$ cat src/rtl/wbstage_if.sv
// ---------------------------------------------------------------------------
// wbstage_if : MEM/WB-to-writeback bundle plus the register-file write port.
//
// Signals
//   memtoregin  [1:0]      writeback select from MEM/WB
//   regwrin                register-write enable from MEM/WB
//   finin                  final-instruction flag from MEM/WB
//   regdstmuxin [4:0]      destination register number
//   aluoutin    [DWIDTH]   ALU result
//   dmdatain    [DWIDTH]   data-memory read data
//   pcnextin    [AWIDTH]   PC+4 of the instruction
//   negativein             ALU negative flag
//   insin       [31:0]     instruction word (32'h0 = bubble)
//   rfwe/rfwaddr/rfwdata   register-file write port (from the stage)
//
// Handshake: there is no valid/ready pair. MEM/WB presents one instruction
// per cycle; a non-zero insin marks it as real, insin==0 is a bubble. The
// register file samples rfwe/rfwaddr/rfwdata on the next posedge and can
// never stall the stage.
//
// Modports: master = MEM/WB side (drives the instruction, sees the write
// port), slave = the writeback stage.
// ---------------------------------------------------------------------------
interface wbstage_if #(
  parameter int DWIDTH = 32,
  parameter int AWIDTH = 32
);
  logic [1:0]        memtoregin;
  logic              regwrin;
  logic              finin;
  logic [4:0]        regdstmuxin;
  logic [DWIDTH-1:0] aluoutin;
  logic [DWIDTH-1:0] dmdatain;
  logic [AWIDTH-1:0] pcnextin;
  logic              negativein;
  logic [31:0]       insin;
  logic              rfwe;
  logic [4:0]        rfwaddr;
  logic [DWIDTH-1:0] rfwdata;

  modport master (
    output memtoregin, regwrin, finin, regdstmuxin, aluoutin, dmdatain,
           pcnextin, negativein, insin,
    input  rfwe, rfwaddr, rfwdata
  );

  modport slave (
    input  memtoregin, regwrin, finin, regdstmuxin, aluoutin, dmdatain,
           pcnextin, negativein, insin,
    output rfwe, rfwaddr, rfwdata
  );
endinterface

$ cat src/rtl/wbstage.sv
// ---------------------------------------------------------------------------
// wbstage : pipeline writeback stage.
//
// Selects the writeback value, drives the register-file write port (never
// writing $0, never writing a bubble, never writing once halted), keeps a
// one-entry bypass of the last committed write, counts retired instructions
// and stops the core after the fin instruction retires.
//
// Ports
//   clk, rstn      clock, asynchronous active-low reset
//   wb (slave)     MEM/WB inputs and combinational register-file write port
//   bypvalid/bypaddr/bypdata   last committed write (registered)
//   retcnt         retired-instruction count, wraps modulo 2^CWIDTH
//   halted         1 when the FSM is in HALT; this is the full FSM state
//
// Optional feature: define WB_TRACE_EN to add the registered retire trace
// outputs tracevalid/tracepc/traceins/tracewdata.
// ---------------------------------------------------------------------------
module wbstage #(
  parameter int DWIDTH = 32,
  parameter int AWIDTH = 32,
  parameter int CWIDTH = 32
) (
  input  logic              clk,
  input  logic              rstn,
  wbstage_if.slave          wb,
  output logic              bypvalid,
  output logic [4:0]        bypaddr,
  output logic [DWIDTH-1:0] bypdata,
  output logic [CWIDTH-1:0] retcnt,
`ifdef WB_TRACE_EN
  output logic              tracevalid,
  output logic [AWIDTH-1:0] tracepc,
  output logic [31:0]       traceins,
  output logic [DWIDTH-1:0] tracewdata,
`endif
  output logic              halted
);

  typedef enum logic {RUN = 1'b0, HALT = 1'b1} state_e;

  state_e            state_q, state_d;
  logic              bypvalid_q, bypvalid_d;
  logic [4:0]        bypaddr_q, bypaddr_d;
  logic [DWIDTH-1:0] bypdata_q, bypdata_d;
  logic [CWIDTH-1:0] retcnt_q, retcnt_d;

  logic [DWIDTH-1:0] pc_ext;
  logic [DWIDTH-1:0] wdata;
  logic              retire;
  logic              we;

  // PC+4 fitted to the datapath: zero-extend when narrower, truncate when wider.
  generate
    if (AWIDTH < DWIDTH) begin : g_pc_zext
      assign pc_ext = {{(DWIDTH-AWIDTH){1'b0}}, wb.pcnextin};
    end else begin : g_pc_trunc
      assign pc_ext = wb.pcnextin[DWIDTH-1:0];
    end
  endgenerate

  always_comb begin
    wdata = wb.aluoutin;
    unique case (wb.memtoregin)
      2'b00: wdata = wb.aluoutin;
      2'b01: wdata = wb.dmdatain;
      2'b10: wdata = pc_ext;
      2'b11: wdata = {{(DWIDTH-1){1'b0}}, wb.negativein};
      default: wdata = wb.aluoutin;
    endcase
  end

  assign retire = (state_q == RUN) && (wb.insin != 32'h0);
  // A bubble never writes even if its regwrin bit is stale.
  assign we     = retire && wb.regwrin && (wb.regdstmuxin != 5'd0);

  assign wb.rfwe    = we;
  assign wb.rfwaddr = wb.regdstmuxin;
  assign wb.rfwdata = wdata;

  always_comb begin
    state_d    = state_q;
    bypvalid_d = we;
    bypaddr_d  = bypaddr_q;
    bypdata_d  = bypdata_q;
    retcnt_d   = retcnt_q;

    // fin enters HALT even when it arrives as a bubble.
    if (state_q == RUN && wb.finin) begin
      state_d = HALT;
    end
    if (we) begin
      bypaddr_d = wb.regdstmuxin;
      bypdata_d = wdata;
    end
    if (retire) begin
      retcnt_d = retcnt_q + CWIDTH'(1);
    end
  end

  always_ff @(posedge clk or negedge rstn) begin
    if (!rstn) begin
      state_q    <= RUN;
      bypvalid_q <= 1'b0;
      bypaddr_q  <= 5'd0;
      bypdata_q  <= '0;
      retcnt_q   <= '0;
    end else begin
      state_q    <= state_d;
      bypvalid_q <= bypvalid_d;
      bypaddr_q  <= bypaddr_d;
      bypdata_q  <= bypdata_d;
      retcnt_q   <= retcnt_d;
    end
  end

  assign bypvalid = bypvalid_q;
  assign bypaddr  = bypaddr_q;
  assign bypdata  = bypdata_q;
  assign retcnt   = retcnt_q;
  assign halted   = (state_q == HALT);

`ifdef WB_TRACE_EN
  logic              tracevalid_q, tracevalid_d;
  logic [AWIDTH-1:0] tracepc_q, tracepc_d;
  logic [31:0]       traceins_q, traceins_d;
  logic [DWIDTH-1:0] tracewdata_q, tracewdata_d;

  always_comb begin
    tracevalid_d = retire;
    tracepc_d    = tracepc_q;
    traceins_d   = traceins_q;
    tracewdata_d = tracewdata_q;
    if (retire) begin
      tracepc_d    = wb.pcnextin - AWIDTH'(4);
      traceins_d   = wb.insin;
      tracewdata_d = wdata;
    end
  end

  always_ff @(posedge clk or negedge rstn) begin
    if (!rstn) begin
      tracevalid_q <= 1'b0;
      tracepc_q    <= '0;
      traceins_q   <= '0;
      tracewdata_q <= '0;
    end else begin
      tracevalid_q <= tracevalid_d;
      tracepc_q    <= tracepc_d;
      traceins_q   <= traceins_d;
      tracewdata_q <= tracewdata_d;
    end
  end

  assign tracevalid = tracevalid_q;
  assign tracepc    = tracepc_q;
  assign traceins   = traceins_q;
  assign tracewdata = tracewdata_q;
`endif

endmodule

$ cat src/flat_wrapper.sv
// flat-port wrapper written by rule: the top's interface ports become plain ports
module wbstage_flat 
#(
  parameter int DWIDTH = 32,
  parameter int AWIDTH = 32,
  parameter int CWIDTH = 32
)
  (clk, rstn, bypvalid, bypaddr, bypdata, retcnt, halted, wb_memtoregin, wb_regwrin, wb_finin, wb_regdstmuxin, wb_aluoutin, wb_dmdatain, wb_pcnextin, wb_negativein, wb_insin, wb_rfwe, wb_rfwaddr, wb_rfwdata);
  wbstage_if #(.DWIDTH(DWIDTH), .AWIDTH(AWIDTH)) wb_i ();
  input  logic clk;
  input  logic rstn;
  output logic bypvalid;
  output logic [4:0] bypaddr;
  output logic [DWIDTH-1:0] bypdata;
  output logic [CWIDTH-1:0] retcnt;
  output logic halted;
  input wire logic [$bits(wb_i.memtoregin)-1:0] wb_memtoregin;
  input wire logic [$bits(wb_i.regwrin)-1:0] wb_regwrin;
  input wire logic [$bits(wb_i.finin)-1:0] wb_finin;
  input wire logic [$bits(wb_i.regdstmuxin)-1:0] wb_regdstmuxin;
  input wire logic [$bits(wb_i.aluoutin)-1:0] wb_aluoutin;
  input wire logic [$bits(wb_i.dmdatain)-1:0] wb_dmdatain;
  input wire logic [$bits(wb_i.pcnextin)-1:0] wb_pcnextin;
  input wire logic [$bits(wb_i.negativein)-1:0] wb_negativein;
  input wire logic [$bits(wb_i.insin)-1:0] wb_insin;
  output wire logic [$bits(wb_i.rfwe)-1:0] wb_rfwe;
  output wire logic [$bits(wb_i.rfwaddr)-1:0] wb_rfwaddr;
  output wire logic [$bits(wb_i.rfwdata)-1:0] wb_rfwdata;
  assign wb_i.memtoregin = wb_memtoregin;
  assign wb_i.regwrin = wb_regwrin;
  assign wb_i.finin = wb_finin;
  assign wb_i.regdstmuxin = wb_regdstmuxin;
  assign wb_i.aluoutin = wb_aluoutin;
  assign wb_i.dmdatain = wb_dmdatain;
  assign wb_i.pcnextin = wb_pcnextin;
  assign wb_i.negativein = wb_negativein;
  assign wb_i.insin = wb_insin;
  assign wb_rfwe = wb_i.rfwe;
  assign wb_rfwaddr = wb_i.rfwaddr;
  assign wb_rfwdata = wb_i.rfwdata;
  wbstage #(.DWIDTH(DWIDTH), .AWIDTH(AWIDTH), .CWIDTH(CWIDTH)) u_core (.clk(clk), .rstn(rstn), .wb(wb_i), .bypvalid(bypvalid), .bypaddr(bypaddr), .bypdata(bypdata), .retcnt(retcnt), .halted(halted));
endmodule
$ cat config.mk
export PLATFORM = sky130hd
export DESIGN_NAME = wbstage_flat
export DESIGN_NICKNAME = d
export VERILOG_FILES = /design/src/rtl/wbstage_if.sv /design/src/rtl/wbstage.sv /design/src/flat_wrapper.sv
export SDC_FILE = /design/constraint.sdc
export NUM_CORES = 1
export LEC_CHECK = 0
export BUFFER_PORTS_ARGS = -buffer_cell sky130_fd_sc_hd__buf_2
export CAP_MARGIN = 20
export CORE_ASPECT_RATIO = 2
export CORE_UTILIZATION = 38
export CTS_CLUSTER_SIZE = 14
export DETAILED_ROUTE_END_ITERATION = 7
export PLACE_DENSITY = 0.86
export SLEW_MARGIN = 20
export SYNTH_ARGS = -nofsm -noshare
export SYNTH_HDL_FRONTEND = slang
export SYNTH_SLANG_ARGS = --single-unit
$ cat constraint.sdc
create_clock -name clk -period 2.8 [get_ports clk]
set_clock_uncertainty 0.05 [all_clocks]
set_input_delay 0.84 -clock clk [delete_from_list [all_inputs] [get_ports clk]]
set_output_delay 0.84 -clock clk [all_outputs]
set_load 0.05 [all_outputs]
**After elaboration in Yosys (flattened, before gate mapping)**

Cells that the tools add are included.

- Logic and storage cells: 18
- Register bits: 71

- Multiplexer cells: 1
- Bitwise logic cells: 1
- Equal/unequal tests: 3
- Reduce and logical (&&, ||, !) cells: 7
- $add $sub $neg: 1

Operator list:

| cell | count |
|---|---|
| one-hot mux 32 bit (4 select lines) | 1 |
| adder 32 x 1 -> 32 bit, second input constant | 1 |
| nonzero test 32 bit | 1 |
| nonzero test 5 bit | 1 |
| equality test 2 bit, second input constant | 2 |
| logical AND 1 bit | 4 |
| equality test 2 x 1 -> 1 bit, second input constant | 1 |
| logical NOT 2 bit | 1 |
| NOT 1 bit | 1 |

**Depth between registers and ports, before layout**

Gate-level depths: netlist (run 1).

- Depth after elaboration: 4
- Mapped depth: 7
- Depth with buffers taken out: 6

**Least setup slack after synthesis (run 1)**

OpenSTA, ideal clock, no wires.

- Path kind: input to output
- From: input port wb_memtoregin[0]
- To: output port wb_rfwdata[13]
- Data arrival time: 2.585 ns
- Path slack: -0.675 ns
- Stages on the path: 4
- Required time: 1.910 ns
- Path through: clkbuf_1 -> buf_2 -> mux2i_1 -> o21ai_0

- Longest elaborated chain between the ends: 2

RTL lines:

| item | RTL line | source |
|---|---|---|
| start, declared | flat_wrapper.sv:17 | `input wire logic [$bits(wb_i.memtoregin)-1:0] wb_memtoregin;` |
| equality test 2 bit, or another cell as far along | wbstage.sv:64 | `unique case (wb.memtoregin)` |
| one-hot mux 32 bit (4 select lines) (*) | wbstage.sv:64 |  |
| end, declared | flat_wrapper.sv:28 | `output wire logic [$bits(wb_i.rfwdata)-1:0] wb_rfwdata;` |

Mark *: on every way between the ends. The rest lies on a longest branch, timed or not.

**Worst setup path after layout (run 1)**

- From: input port wb_insin[24]
- To: output port wb_rfwe

- Longest elaborated chain between the ends: 4

RTL lines:

| item | RTL line | source |
|---|---|---|
| start, declared | flat_wrapper.sv:25 | `input wire logic [$bits(wb_i.insin)-1:0] wb_insin;` |
| nonzero test 32 bit | wbstage.sv:73 | `assign retire = (state_q == RUN) && (wb.insin != 32'h0);` |
| logical AND 1 bit | wbstage.sv:73 |  |
| logical AND 1 bit (2 in series) | wbstage.sv:75 | `assign we = retire && wb.regwrin && (wb.regdstmuxin != 5'd0);` |
| end, declared | flat_wrapper.sv:26 | `output wire logic [$bits(wb_i.rfwe)-1:0] wb_rfwe;` |

Every way passes these cells.

==> impl_metrics.ini, run 1 <==
[logic_synthesis]
synthTopCellsByArea = dfrtp_1 47%, mux2i_1 8.2%, mux2_2 5.7%
ys_seq_area_share_pct = 47.2
synth_warnings = 0
synth_top_area_share_pct = 47.2
yosys.area.top_type = dfrtp_1
syn_area_per_cell_sq_um = 11.3
synth_ff_type = dfrtp_1
synth_area_sq_um = 3770
ys_seq_elements = 71
synth_fp_nets = 475
async_flop_share_pct = 100
synthDistinctLibCells = 37
synth_common_cells = 71 x dfrtp_1, 42 x nand2_1, 31 x mux2i_1, 31 x o21ai_0, 19 x mux2_2
synth_edf_count = 0
syn-instance-count = 334
synth.most_common_cell = dfrtp_1

[route]
drt_iter0_markers = 110
ant_nets = 0
wl_per_cell_um = 16.6
drc = 0
first_pass_iters = 4
viasPerCell = 5.15
drt-total-wl_mm = 12.3
dr_total_vias = 3811

[global_routing]
grt_usage_pct = 22.8
grt_overflow_total = 0
grt_max_degree = 72
grt_antenna_before_repair = 0
first_global_vias = 3779
grt_pass1_wl_mm = 17.9

[clock_tree]
htree_levels = 3
insertion_delay_ns = 0.32
cts_tree = built
clock_path_buffers = 2
clk_pin_slew_ns = 0.06
cts_root_buffer = clkbuf_16
cts_buffers = 9
clock_sinks = 71
cts_hold_buf = 0

[floorplanning]
dieWidth_um = 72.4
num_rows = 51
die_h_um = 143
coreArea_sq_um = 9700
initial_core_util_pct = 38.8
die_area_sq_um = 10300
io_pins = 249

[sta]
fin_crit_sh_pct = 104
slew_headroom_pct = 41.2
hold_viol = 0
fin_ws_ns = -0.101
finalCriticalPeriod_ns = 2.90
timing.fmax_ghz = 0.345
worst_pin_slew_ns = 0.881
fin_setup_tns_ns = -0.101
setup_violations = 1
rsz0062_at_grt = true
final-max-slew-violation-count = 0

[critical_path]
crit_chain = buf_2, nor4_2, nand4_2, o21ba_4, o211ai_4, inv_2, buf_8
crit_fanout = 2
required_ns = 1.91
crit_start = wb_insin[24]
cpLargestDelayFamily = simple AND/OR/NAND/NOR gates
endpoint = wb_rfwe
startpoint_type = input pin
rr_worst_depth = 5
end_kind = primary output
worst-path-buf-inv = 3
cp.depth = 7
slowest_stage = nor4_2
crit_type = in -> out
r2r-start = u_core.retcnt[2]$_DFFE_PN0P_
reg2reg_slack_ns = 0.74
arrival_ns = 2.01
slowest_delay_ns = 0.31
r2r_end = u_core.retcnt[19]$_DFFE_PN0P_

[cells_and_area]
diodes = 0
nNetsFinal = 744
fillCellCount = 735
utilization_pct = 64.2
drive_above_1_share_pct = 63.8
syn_to_final_growth_pct = 65.4
final_area_sq_um = 6230

[place]
dpl_cell_area_sq_um = 5620
io_buffers = 248
gp_congestion = 0.920
hpwlAfterDp_mm = 9.42

[pwr]
finalPower_mw = 3.57
ir_drop_mv = 0.441
powerDensity_nw_per_um2 = 573
leakagePower_nw = 3.23

[worst_hold_path]
min-delay-path-class = reg -> reg

[outcome]
outcome = complete, but fails checks
violations = negative setup slack

[job]
drv_cap = 0
worst min path at each step:
| stage | from | endpoint | slack (ns) | depth (start not counted) |
|---|---|---|---|---|
| after floorplan | rstn | u_core.bypaddr[0]$_DFFE_PN0P_ | 0.49 | 0 |
| after global placement | u_core.retcnt[31]$_DFFE_PN0P_ | u_core.retcnt[31]$_DFFE_PN0P_ | 0.41 | 1 |
| after detailed placement | u_core.retcnt[31]$_DFFE_PN0P_ | u_core.retcnt[31]$_DFFE_PN0P_ | 0.42 | 1 |
| after CTS | u_core.retcnt[31]$_DFFE_PN0P_ | u_core.retcnt[31]$_DFFE_PN0P_ | 0.43 | 1 |
| after global routing | u_core.bypdata[24]$_DFFE_PN0P_ | u_core.bypdata[24]$_DFFE_PN0P_ | 0.45 | 1 |
| final | u_core.retcnt[31]$_DFFE_PN0P_ | u_core.retcnt[31]$_DFFE_PN0P_ | 0.43 | 1 |
registers in the layout, summed over array words and instances, names as in the netlist:
register / cells
u_core.bypdata: 32
u_core.bypaddr: 5
u_core.halted: 1
u_core.bypvalid: 1
u_core.retcnt: 32
metrics by stage:
stage               cells  hold slack [ns]  worst slack, ns
global route          740            0.451           -0.157
floorplan             334            0.494           -0.282
finish                740            0.428           -0.101
CTS                   740            0.428          -0.0299
global placement      722            0.405           -0.127
detailed placement    722            0.417           -0.155
power breakdown:
part	internal [mW]	switching [mW]	leakage (nW)	total (mW)
clock network	0.986	0.417	0.180	1.40
registers	1.10	0.0471	0.936	1.15
logic	0.335	0.687	2.12	1.02
total	2.42	1.15	3.23	3.57
worst reg2reg max path, delay by kind of cell, from the launching register on:
kind	cells	cell delay (ns)
compound gates	1	0.34
xor+xnor	1	0.20
flops	1	0.44
simple gates	3	0.95
area by class of cell:
| cell class | count | area, sq um | area share (%) |
|---|---|---|---|
| Clock buffer | 11 | 243 | 3.90 |
| Sequential cell | 71 | 1780 | 28.5 |
| Multi-Input combinational cell | 236 | 2300 | 36.9 |
| Clock inverter | 5 | 129 | 2.07 |
| Inverter | 7 | 26.3 | 0.422 |
| Tap cell | 132 | 165 | 2.65 |
| Timing Repair Buffer | 278 | 1590 | 25.6 |
routing by layer:
layer	part of all wire (%)	global-route usage [%]	vias to the layer above
met5	0	0	-
met4	4.0	12.0	0
met3	5.8	5.15	46
met2	56	43.7	215
met1	34	21.5	1829
li1	-	-	1721
layout by cell type (no fill, tap or decap), types with 6 or more instances in the layout:
cell type	n
buf_2	232
buf_4	28
buf_6	8
clkbuf_16	9
dfrtp_1	71
inv_1	6
mux2_1	8
mux2_2	19
mux2_4	10
mux2i_1	13
mux2i_2	17
nand2_1	42
nand3_1	7
nand4_1	9
nor2_1	12
o21ai_4	29
xnor2_1	16
xor2_1	15
what timing repair did:
| item | CTS | global route |
|---|---|---|
| pin swaps | 8 | 6 |
| setup endpoints to repair | 2 | 14 |
| setup buffers | 2 | 0 |
| gates resized for setup | 17 | 31 |
logic make-up (layout without fill, tap and decap cells):
| group | after synthesis | count (layout) | share of synthesized area (%) |
|---|---|---|---|
| xor gates and xnor gates | 31 | 31 | 7.21 |
| AOI/OAI and AO/OA | 39 | 39 | 6.44 |
| DFF | 71 | 71 | 47.2 |
| and+or+nand+nor | 96 | 96 | 13.4 |
| adders and majority gates | 1 | 1 | 0.332 |
| buffers and inverters | 27 | 301 | 4.55 |
| muxes | 69 | 69 | 20.9 |
(Power assumes the default switching activity.)
==> inputs of run 2 (changes only) <==
- CORE_ASPECT_RATIO: 2 -> 1.2
- clock period: 2.8 -> 2.3 ns (I/O delays scaled with it)
==> run 2 against run 1 <==
Net effect:
- the run still ends with negative setup slack left
- highest routed layer unchanged
- global-route usage grew 6.4 points
- clock-buffer cell count decreased by 2
- core utilization rose by 13 points
- register-to-register slack got worse by 0.49 ns
- final area rose by 18%
- critical path type unchanged
- via count grew 9.4%
- hold slack worse by 0.16 ns
- combinational power grew 51%
- critical path depth did not move
- first-iteration DRC count is 56% higher
- largest power group is now combinational logic
- cell count rose by 6.9%
- non-clock buffer count rose by 58
==> impl_metrics.ini, run 2 (same netlist as run 1, synthesis figures left out) <==
[outcome]
outcome = complete, but fails checks
violations = negative setup slack

[pwr]
switchingPower_mw = 1.55
clkPwrFrac_pct = 32.1
ir_drop_mv = 0.440
p_int_mw = 2.77
leakagePower_nw = 3.83
powerDensity_nw_per_um2 = 588
power_frac_seq_pct = 32.4
p_sw_share_pct = 35.9
combPwrFrac_pct = 35.5

[clock_tree]
insertion_delay_ns = 0.33
clock_path_buffers = 2
cts_hold_buf = 0
clk_pin_slew_ns = 0.06
htree_levels = 3
cts_buffers = 9
clock_sinks = 71
cts_tree = built
cts_root_buffer = clkbuf_16

[sta]
worst_pin_slew_ns = 0.499
hold_viol = 0
timing.fmax_ghz = 0.393
finalCriticalPeriod_ns = 2.55
setup_violations = 26
fin_ws_ns = -0.247
fin_crit_sh_pct = 111
final-max-slew-violation-count = 0
whs_ns = 0.272
slew_headroom_pct = 66.8
rsz0062_at_grt = true
fin_setup_tns_ns = -1.16

[cells_and_area]
syn_to_final_growth_pct = 95.2
fillCellCount = 566
drive_above_1_share_pct = 72.7
layout_common_cells = 203 x buf_2, 71 x dfrtp_1, 59 x buf_4
fin_cells = 791
mostFrequentLayoutCell = buf_2
nNetsFinal = 802
utilization_pct = 76.9

[floorplanning]
io_pins = 249
dieWidth_um = 92.9
die_h_um = 111
num_rows = 39
coreArea_sq_um = 9560
die_area_sq_um = 10300
initial_core_util_pct = 39.4

[critical_path]
r2r-start = u_core.retcnt[2]$_DFFE_PN0P_
crit_fanout = 2
reg2reg_slack_ns = 0.25
required_ns = 1.56
worst-path-buf-inv = 3
arrival_ns = 1.81
slowest_stage = nor4_2
crit_type = in -> out
cpLargestDelayFamily = simple AND/OR/NAND/NOR gates
crit_chain = buf_2, nor4_2, nand4_1, o21ba_4, o211ai_4, inv_2, buf_8
rr_worst_depth = 6
startpoint_type = input pin
r2r_end = u_core.retcnt[19]$_DFFE_PN0P_
slowest_delay_ns = 0.26
end_kind = primary output

[route]
drt-total-wl_mm = 15.8
viasPerCell = 5.27
wl_per_cell_um = 20.0
drt_iter0_markers = 172
ant_nets = 0
first_pass_iters = 4
dr_total_vias = 4169
drc = 0

[place]
io_buffers = 248
gp_congestion = 0.857
dp.cells = 728
pre_cts_ws_ns = -0.421
hpwlAfterDp_mm = 9.49

[global_routing]
first_global_vias = 4433
grt_max_degree = 38
grt_antenna_before_repair = 2
grt_pass1_wl_mm = 22.9
grt_overflow_total = 0
grt_usage_pct = 29.2

[worst_hold_path]
min-delay-path-class = in -> async

[job]
drv_cap = 0
[run 2: worst reg2reg max path, stage by stage (launching register included)]
cell and delay (ns):
dfrtp_1 0.45, nand4_1 0.25, nor3_2 0.42, o211ai_1 0.20, buf_4 0.20, nor3_1 0.22, xor2_1 0.19
[run 2: power by group through the flow]
stage / Clock [mW] / Combinational (mW) / Sequential (mW)
after floorplan: 0 / 0.487 / 1.73
after global routing: 1.47 / 1.59 / 1.41
after CTS: 1.41 / 1.42 / 1.40
final: 1.39 / 1.54 / 1.40
after detailed placement: 0 / 1.22 / 1.42
after global placement: 0 / 1.19 / 1.41
[run 2: timing repair]
action / 4_1_cts / 5_1_grt
endpoints found under the setup margin: 33 / 53
endpoints found under the hold margin: 0 / 0
pin swaps: 18 / 24
resized for setup: 155 / 68
cloned: 3 / 1
buffers inserted: 32 / 16
[run 2: per-layer routing]
layer / up-vias / wire length [um] / global-route usage (%)
met4: 0 / 905 / 15.6
met1: 2052 / 5580 / 32.8
li1: 1839 / - / -
met3: 62 / 780 / 4.66
met2: 216 / 8550 / 52.0
met5: - / 0 / 0
[run 2: how the worst max path moves through the flow]
stage                      start       to  slack [ns]  cells after the start
floorplan            wb_insin[1]  wb_rfwe       -0.46                      7
CTS                 wb_insin[14]  wb_rfwe       -0.25                      7
global placement     wb_insin[1]  wb_rfwe       -0.31                      7
global route        wb_insin[30]  wb_rfwe       -0.29                      7
detailed placement   wb_insin[5]  wb_rfwe       -0.42                      7
finish               wb_insin[8]  wb_rfwe       -0.25                      7
[run 2: stage by stage]
stage / power, mW / instance area [sq um]
after floorplan: 2.21 / 4120
after global placement: 2.60 / 5760
after detailed placement: 2.63 / 5760
after CTS: 4.23 / 6970
after global routing: 4.46 / 7350
final: 4.32 / 7350
[run 2: area by class of cell]
| type | count | area, sq um | share of cell area (%) |
|---|---|---|---|
| clock inverters | 7 | 73.8 | 1.00 |
| flip-flops and latches | 71 | 1780 | 24.2 |
| repair buffers | 336 | 2470 | 33.5 |
| multi-input cells | 236 | 2630 | 35.7 |
| clock buffers | 9 | 225 | 3.06 |
| diodes | 2 | 5.00 | 0.0681 |
| inverters | 7 | 26.3 | 0.357 |
| well taps | 123 | 154 | 2.09 |
==> inputs of run 3 (changes only) <==
- ABC_AREA: not set -> 1
- CORE_MARGIN: not set -> 5
- CORE_UTILIZATION: 38 -> 41
- PLACE_DENSITY: 0.86 -> 0.87
==> run 3 against run 2 <==
Net effect:
- clock power grew 14%
- critical path type unchanged
- the flow still finishes with violations (negative setup slack)
- register-to-register slack better by 0.30 ns
- core utilization shrank 0.73 points
==> impl_metrics.ini, run 3 <==
[floorplanning]
coreArea_sq_um = 10900
die_h_um = 125
num_rows = 42
initial_core_util_pct = 41.5
io_pins = 249
dieWidth_um = 106
die_area_sq_um = 13300

[place]
io_buffers = 248
gp_congestion = 0.960
hpwlAfterDp_mm = 13.1

[logic_synthesis]
synth_common_cells = 340 x nand2_1, 71 x dfrtp_1, 58 x nor2_1
synthDistinctLibCells = 27
synth_warnings = 0
synth_top_area_share_pct = 39.2
syn-instance-count = 675
async_flop_share_pct = 100
synth_edf_count = 0
syn_area_per_cell_sq_um = 6.72
synth_fp_nets = 816
ys_seq_elements = 71
synth_area_sq_um = 4540
synthTopCellsByArea = dfrtp_1 39%, nand2_1 28%, nand4_1 5.7%
synth_ff_type = dfrtp_1
synth.most_common_cell = nand2_1
yosys.area.top_type = dfrtp_1
ys_seq_area_share_pct = 39.2

[critical_path]
cpMostUsedCell = nand2_1
slowest_delay_ns = 0.20
r2r-start = u_core.retcnt[0]$_DFFE_PN0P_
cpLargestDelayFamily = simple AND/OR/NAND/NOR gates
required_ns = 1.56
worst-path-buf-inv = 4
crit_type = in -> out
end_kind = primary output
crit_chain = buf_2, nor2_4, nand2_1, inv_1, nand2_1, nor2_2, nand2_2, nand4_1, clkinvlp_4, buf_8
reg2reg_slack_ns = 0.55
rr_worst_depth = 10
startpoint_type = input pin
slowest_stage = nand4_1
crit_fanout = 2
r2r_end = u_core.retcnt[30]$_DFFE_PN0P_
arrival_ns = 1.84

[sta]
setup_violations = 33
finalCriticalPeriod_ns = 2.58
hold_viol = 0
fin_setup_tns_ns = -2.64
fin_crit_sh_pct = 112
whs_ns = 0.166
final-max-slew-violation-count = 0
slew_headroom_pct = 69.3
rsz0062_at_grt = true
fin_ws_ns = -0.284
timing.fmax_ghz = 0.387
worst_pin_slew_ns = 0.461

[pwr]
p_sw_share_pct = 36.7
clkPwrFrac_pct = 34.0
powerDensity_nw_per_um2 = 561
combPwrFrac_pct = 35.8
finalPower_mw = 4.67
ir_drop_mv = 0.357
leakagePower_nw = 4.55
p_int_mw = 2.96
switchingPower_mw = 1.71
power_frac_seq_pct = 30.2

[clock_tree]
cts_tree = built
htree_levels = 3
clock_path_buffers = 2
clk_pin_slew_ns = 0.06
cts_root_buffer = clkbuf_16
cts_buffers = 9
insertion_delay_ns = 0.34
cts_hold_buf = 0
clock_sinks = 71

[global_routing]
grt_overflow_total = 0
grt_usage_pct = 29.7
first_global_vias = 6016
grt_pass1_wl_mm = 31.0
grt_antenna_before_repair = 4
grt_max_degree = 70

[outcome]
outcome = complete, but fails checks
violations = negative setup slack

[route]
drt_iter0_markers = 611
viasPerCell = 5.90
drt-total-wl_mm = 25.5
ant_nets = 0
first_pass_iters = 5
dr_total_vias = 6636
drc = 0
wl_per_cell_um = 22.7

[worst_hold_path]
min-delay-path-class = in -> async

[cells_and_area]
layout_common_cells = 268 x nand2_1, 197 x buf_2, 71 x dfrtp_1
nNetsFinal = 1126
drive_above_1_share_pct = 49.9
syn_to_final_growth_pct = 83.5
mostFrequentLayoutCell = nand2_1

[job]
drv_cap = 0
[run 3: worst reg2reg max path: cells and delay by family, from the launching register on]
family	cells	cell delay (ns)
flops	1	0.45
simple gates	8	0.76
fa+ha+maj	1	0.31
buf+inv	1	0.10
[run 3: timing repair]
action,CTS,global route
cloned,5,5
setup buffers,24,18
setup endpoints to repair,33,34
endpoints found under the hold margin,0,0
pin swaps,28,54
gates resized for setup,132,183
[run 3: cell families after synthesis]
kind of cell / synth area share, %
fa+ha+maj: 0.276
flops: 39.2
simple gates: 50.1
buf+inv: 7.09
xor+xnor: 2.32
compound gates: 1.08
[run 3: cell type report]
class	count	area, sq um
antenna	3	7.51
clock buffer	13	260
clock inverter	3	65.1
fill	684	2610
inverter	29	128
multi-input combinational	540	3250
sequential	71	1780
tap	132	165
timing repair buffer	334	2670
[run 3: how the worst max path moves through the flow]
| stage | from | end | slack (ns) | cells after the start |
|---|---|---|---|---|
| finish | wb_insin[11] | wb_rfwe | -0.28 | 10 |
| global route | wb_insin[11] | wb_rfwe | -0.35 | 10 |
| detailed placement | wb_insin[11] | wb_rfwe | -0.28 | 10 |
| CTS | wb_insin[20] | wb_rfwe | -0.24 | 10 |
| global placement | wb_insin[11] | wb_rfwe | -0.28 | 10 |
| floorplan | wb_insin[17] | wb_rfwe | -0.1 | 10 |
[run 3: per-layer routing]
layer  GRT usage [%]  vias up  routed length (um)
met5               0        -                   8
li1                -     2763                   -
met4            19.4        2                2260
met2            49.8      649               11900
met3            6.03      195                3140
met1            34.3     3027                8260
[run 3: power by group through the flow]
stage / logic, mW / clock network (mW) / registers (mW)
4_1_cts: 1.37 / 1.58 / 1.39
6_report: 1.67 / 1.59 / 1.41
3_3_place_gp: 1.15 / 0 / 1.41
5_1_grt: 1.71 / 1.65 / 1.42
2_1_floorplan: 0.400 / 0 / 1.70
3_5_place_dp: 1.17 / 0 / 1.41
[run 3: through the flow]
step | cell area [sq um] | utilization, % | instances | setup WS, ns
3_3_place_gp | 6240 | 57.1 | 1059 | -0.280
5_1_grt | 8330 | 76.2 | 1125 | -0.351
6_report | 8330 | 76.2 | 1125 | -0.284
4_1_cts | 7380 | 67.5 | 1104 | -0.235
2_1_floorplan | 4570 | - | 675 | -0.0976
3_5_place_dp | 6240 | 57.1 | 1059 | -0.284
